### src/rtl/elliot_derivative.sv
// Elliot activation derivative f'(x) = 1/(1+|x|>>SLOPE)^2, Q.FRAC fixed point.
// Ports: clk, reset (async high), start, x[31:0] in; busy, y[31:0], end_signal out.
module elliot_derivative #(
  parameter int FRAC  = 16,
  parameter int SLOPE = 0
) (
  input  logic        clk,
  input  logic        reset,
  input  logic        start,
  input  logic [31:0] x,
  output logic        busy,
  output logic [31:0] y,
  output logic        end_signal
);

  localparam int W2 = 2 * FRAC + 1;
  localparam int CW = $clog2(W2 + 1);
  localparam logic [32:0] ONE = 33'(1) << FRAC;

  typedef enum logic [1:0] {
    IDLE,
    SQ,
    DIV,
    DONE
  } state_t;

  state_t state, state_nx;

  logic [32:0]   den;
  logic [31:0]   den_sq;
  logic [32:0]   rem;
  logic [W2-1:0] dvd;
  logic [W2-1:0] quo;
  logic [CW-1:0] cnt;

  logic [31:0]   mag;
  logic [31:0]   a;
  logic [65:0]   prod;
  logic          sq_ovf;
  logic [31:0]   sq_val;
  logic [32:0]   rem_sh;
  logic          ge;
  logic [32:0]   rem_nx;
  logic [W2-1:0] quo_nx;
  logic          last;

  // 0x80000000 negates to itself, which is the wanted unsigned magnitude
  assign mag    = x[31] ? (~x + 32'd1) : x;
  assign a      = mag >> SLOPE;
  assign prod   = 66'(den) * 66'(den);
  assign sq_ovf = |prod[65:FRAC+32];
  assign sq_val = prod[FRAC+31:FRAC];

  // restoring step: shift in next dividend bit, subtract if it fits
  assign rem_sh = {rem[31:0], dvd[W2-1]};
  assign ge     = rem_sh >= {1'b0, den_sq};
  assign rem_nx = ge ? rem_sh - {1'b0, den_sq} : rem_sh;
  assign quo_nx = {quo[W2-2:0], ge};
  assign last   = cnt == CW'(W2 - 1);

  always_comb begin
    state_nx = state;
    unique case (state)
      IDLE: if (start) state_nx = SQ;
      SQ:   state_nx = DIV;
      DIV:  if (last) state_nx = DONE;
      DONE: state_nx = IDLE;
      default: state_nx = IDLE;
    endcase
  end

  always_ff @(posedge clk or posedge reset) begin
    if (reset) begin
      state      <= IDLE;
      den        <= '0;
      den_sq     <= '0;
      rem        <= '0;
      dvd        <= '0;
      quo        <= '0;
      cnt        <= '0;
      y          <= '0;
      busy       <= 1'b0;
      end_signal <= 1'b0;
    end else begin
      state <= state_nx;
      unique case (state)
        IDLE: begin
          if (start) begin
            den  <= ONE + {1'b0, a};
            busy <= 1'b1;
          end
        end
        SQ: begin
          den_sq <= sq_ovf ? 32'hFFFF_FFFF : sq_val;
          rem    <= '0;
          dvd    <= W2'(1) << (2 * FRAC);
          quo    <= '0;
          cnt    <= '0;
        end
        DIV: begin
          rem <= rem_nx;
          dvd <= dvd << 1;
          quo <= quo_nx;
          cnt <= cnt + CW'(1);
          if (last) begin
            y          <= 32'(quo_nx);
            end_signal <= 1'b1;
          end
        end
        DONE: begin
          end_signal <= 1'b0;
          busy       <= 1'b0;
        end
        default: ;
      endcase
    end
  end

endmodule

### config.mk
export PLATFORM = sky130hd
export DESIGN_NAME = elliot_derivative
export DESIGN_NICKNAME = d
export VERILOG_FILES = /design/src/rtl/elliot_derivative.sv
export SDC_FILE = /design/constraint.sdc
export NUM_CORES = 2
export LEC_CHECK = 0
export ABC_AREA = 1
export BUFFER_PORTS_ARGS = -buffer_cell sky130_fd_sc_hd__buf_2
export CORE_ASPECT_RATIO = 1.2
export CORE_MARGIN = 3
export CORE_UTILIZATION = 60
export CTS_CLUSTER_DIAMETER = 100
export DETAILED_ROUTE_END_ITERATION = 10
export GPL_TIMING_DRIVEN = 0
export HOLD_SLACK_MARGIN = 0.02
export PLACE_DENSITY = 0.77
export SETUP_SLACK_MARGIN = 0.1
export SYNTH_ARGS = -nofsm -noshare
export SYNTH_HDL_FRONTEND = slang
export SYNTH_SLANG_ARGS = --single-unit
export TNS_END_PERCENT = 100
### constraint.sdc
create_clock -name clk -period 13.2 [get_ports clk]
set_clock_uncertainty 0.15 [all_clocks]
set_input_delay 0.66 -clock clk [delete_from_list [all_inputs] [get_ports clk]]
set_output_delay 0.66 -clock clk [all_outputs]
set_load 0.02 [all_outputs]
* Word-level counts from Yosys, hierarchy flattened
Cells that the tools add are included.
Cells by class: $add $sub $neg 4, $mul 1, divide/modulo/power cells 0, $lt $le $gt $ge 1, equal/unequal tests 6, shift-type cells 0, muxes and demuxes 14, bitwise gates (word level) 1, reductions and logical operators 10
Operators by type and width (number):
- two-way mux 32 bit | 3
- multiplier 33 x 33 -> 66 bit | 1
- one-hot mux 33 bit (2 select lines) | 1
- one-hot mux 32 bit (2 select lines) | 1
- one-hot mux 31 bit (2 select lines) | 1
- adder 17 x 32 -> 33 bit (first input constant) | 1
- >= comparator 33 x 32 -> 1 bit | 1
- adder 32 x 1 -> 32 bit (second input constant) | 1
- inverter 32 bit | 1
- subtractor 32 bit | 1
- OR reduction 18 bit | 1
- one-hot mux 6 bit (2 select lines) | 1
- AND reduction 2 bit | 5
- one-hot mux 2 bit (4 select lines) | 1
- adder 6 x 1 -> 6 bit (second input constant) | 1
- equality test 6 bit (second input constant) | 1
- nonzero test 2 bit | 3
- equality test 2 bit (second input constant) | 2
- two-way mux 2 bit | 2
- != test 2 bit (second input constant) | 2
- one-hot mux 1 bit (2 select lines) | 2
- equality test 2 x 1 -> 1 bit (second input constant) | 1
- zero test 2 bit | 1
- two-way mux 1 bit | 2
Storage, ports and cells: bits in registers 203, bits in latches 0, memory bits (writable) 0, memory bits (read-only) 0, input port bits 35, word-level logic and storage cells 47, memories kept 0

* Logic depth before layout (Yosys ltp)
depth after elaboration 4, gate-level depth with buffers 40

* Least setup slack after synthesis
OpenSTA, ideal clock, no wires.
path type register to register, from reg den[17], to reg den_sq[19], library setup time 0.113 ns, data arrival time 6.971 ns, data required time 12.937 ns, setup slack 5.966 ns, cell stages (with the launch flop) 36, path through dfrtp_1 clkbuf_1 clkbuf_1 nand2_1 fa_1 fa_1 inv_1 fa_1 inv_1 fa_1 inv_1 fa_1 inv_1 fa_1 inv_1 fa_1 inv_1 fa_1 inv_1 ha_1 nand2_1 nor2_1 and2_1 nand2_1 o21bai_1 nand2_2 nand2_1 nand3_1 nand2_1 nor2_1 nand2_1 nor2_4 buf_6 nand4_1 nand2_1 inv_1
Between the ends: cells in the longest elaborated chain, start to end 3
Ends and longest elaborated chain:
- start, declared | line 29 | logic [32:0] den;
- start signal, assigned | line 89 | den <= ONE + {1'b0, a};
- multiplier 33 x 33 -> 66 bit * | line 50 | assign prod = 66'(den) * 66'(den);
- OR reduction 18 bit | line 51 | assign sq_ovf = |prod[65:FRAC+32];
- two-way mux 32 bit * | line 94 | den_sq <= sq_ovf ? 32'hFFFF_FFFF : sq_val;
- end signal, assigned | line 94
- end, declared | line 30 | logic [31:0] den_sq;
Every way passes the cells marked *; elsewhere a longest branch is shown, timed or not. A chain may end at the register's enable or synchronous reset.

* Worst setup path in the final report
from reg den[25], to reg den_sq[16]
Same word-level chain as after synthesis.

==> flow_summary.toml <==
[logic_synthesis]
netlist_instances = 5682
synth.distinct_cells = 49
synth_edf_count = 0
synth_top_area_cell = "fa_1"
ys_seq_elements = 171
avgSynthCellArea_um2 = 7.60
ys.flop_type = "dfrtp_1"
async_flop_share_pct = 100
netlist.area_leader.share_pct = 39.9
ys_warn_count = 0
yosys-top-cells-area = "fa_1, inv_1, nand2_1, dfrtp_1, ha_1"
synth-seq-area-share_pct = 9.90
netlist_area_um2 = 43200
synth_fp_nets = 6883

[cts]
clockRootBuffer = "clkbuf_16"
cts_tree = "built"
ctsResizeCount = 0
postCtsSetupBuffers = 0
htree_levels = 4
cts_buffer_depth = 2
clk_latency_ns = 0.49
cts_buffers = 17
clock_sinks = 171
cts_hold_buf = 0
clkTransAtPathRegs_ns = 0.08

[worst_setup_path]
required_ns = 13.43
cpPeakStageDelay_ns = 1.05
crit_type = "register to register"
worst_path_max_delay_cell = "clkbuf_1"
worstSetupEndpointType = "register"
startpoint = "den[25]"
critPathArrivalTime_ns = 10.30
crit_path_start_kind = "register"
timing.rr.start = "den[25]"
cp_max_fo = 10

[floorplan]
die_h_um = 300
start_util_pct = 60.7
dieArea_um2 = 75300
std_cell_rows = 107
core_area_um2 = 71200
io_pins = 69
die_x_um = 251

[routing]
routed_wl_mm = 135
drt-initial-drc-count = 3213
vias = 35825
wl_per_cell_um = 20.2
drc_errors = 0
viasPerCell = 5.34
first_pass_iters = 8
ant_nets = 0

[cells_and_area]
final_common_cell = "inv_1"
areaGrowthSynthToFinish_pct = 5.05
layout-drive-gt1-share_pct = 2.84
finalNetCount = 6970
mostFrequentLayoutCells = "inv_1, nand2_1, fa_1"

[global_routing]
grt_max_degree = 99
grt_antenna_before_repair = 4
grt_pass1_vias = 37668
overflow = 0
grt_pass1_wl_mm = 212
grt_use_total_pct = 37.6

[timing]
worst_pin_slew_ns = 1.37
setup_viol = 0
max_slew_margin_pct = 8.91
hold_viol = 0
tns_ns = 0
min_period_ns = 10.07
max_freq_mhz = 99.3
rsz0062_at_grt = "false"
period_share_pct = 76.3
slew_viol_final = 0

[placed_design]
place_hpwl_mm = 114
portBuffers = 67
place_congestion = 1.04

[hold_path]
hold_path.class = "primary input to async pin"

[outcome]
status = "complete, no violations"

[run]
drv_cap = 0
==> critical path: cells and delay by family (launching register included) <==
| kind | cells | cell delay (ns) |
|---|---|---|
| adder cells (fa/ha/maj) | 9 | 4.71 |
| buffers and inverters | 10 | 2.35 |
| flip-flops | 1 | 0.54 |
| AND/OR/NAND/NOR | 14 | 2.20 |
==> final cells by class <==
| cell class | count | area (um2) |
|---|---|---|
| antenna | 2 | 5.00 |
| buffer | 183 | 761 |
| clock buffer | 17 | 425 |
| clock inverter | 15 | 223 |
| fill | 6331 | 25800 |
| inverter | 1832 | 6880 |
| multi-input combinational | 3496 | 31300 |
| sequential | 171 | 4280 |
| tap | 926 | 1160 |
| timing repair buffer | 68 | 363 |
==> synthesized netlist by cell type, types with 2 or more instances <==
cell	count
o221ai_1	2
or2_2	7
fa_1	861
a31oi_1	13
nand4_1	49
nor3_1	26
a211oi_1	2
o211ai_1	3
xnor2_1	29
clkbuf_1	163
clkinv_1	2
nand3_1	101
nand3b_1	6
buf_2	5
nor2_1	267
inv_1	1822
o21bai_1	9
nand2_2	4
nor2_4	2
and2_1	5
buf_4	6
o21ai_1	2
inv_2	8
a21oi_1	98
buf_1	3
nor3_2	3
a21o_1	10
a21boi_0	3
nand2_1	1425
o21ai_0	126
dfrtp_1	171
nor3b_1	2
xor2_1	64
nor2_2	18
and3_1	6
o22ai_1	37
buf_6	6
ha_1	305
==> path summary, 6_finish.rpt <==
check                      depth (start not counted)         end  slack [ns]
min in group clk                                   2       y[20]        0.33
min                                                2       y[20]        0.09
max                                               33  den_sq[16]        3.13
max in group asynchronous                          3  den_sq[27]       11.89
max reg2reg                                       33  den_sq[16]        3.13
min reg2reg                                        2       y[20]        0.33
==> metrics by stage <==
stage | hold slack, ns | cell area, um2 | worst slack, ns | cells | util [%]
after floorplan | 0.314 | 43200 | 5.97 | 5682 | -
after global placement | 0.312 | 44700 | 3.47 | 6675 | 62.8
after detailed placement | 0.319 | 44700 | 3.48 | 6676 | 62.8
after CTS | 0.0767 | 45400 | 3.43 | 6708 | 63.7
after global routing | 0.116 | 45400 | 2.91 | 6709 | 63.7
final | 0.0894 | 45400 | 3.13 | 6710 | 63.7
==> cells by family (layout without fill, tap and decap cells) <==
| logic type | count (synthesis) | in the layout | share of synthesized area, % |
|---|---|---|---|
| AO/OA/AOI/OAI | 312 | 312 | 3.98 |
| other | 0 | 2 | 0 |
| XOR/XNOR | 94 | 94 | 1.92 |
| AND/OR/NAND/NOR | 1924 | 1924 | 17.8 |
| flip-flops | 171 | 171 | 9.90 |
| buffers and inverters | 2015 | 2115 | 17.7 |
| adder cells (fa/ha/maj) | 1166 | 1166 | 48.7 |
==> sequential cells by signal, summed over array words and instances (netlist names) <==
name        cells
dvd             1
den            33
den_sq         32
rem            32
cnt             6
state           2
y              32
busy            1
quo            31
end_signal      1
==> per-layer routing <==
layer / routed length [um] / up-vias / GRT usage [%]
li1: - / 16256 / -
met1: 50300 / 17358 / 46.1
met2: 60600 / 1638 / 59.7
met3: 12500 / 569 / 8.65
met4: 11800 / 4 / 25.2
met5: 25 / - / 0
Power is not shown: default switching activity piles up to over one toggle a cycle in this logic, so the estimate is an artifact.
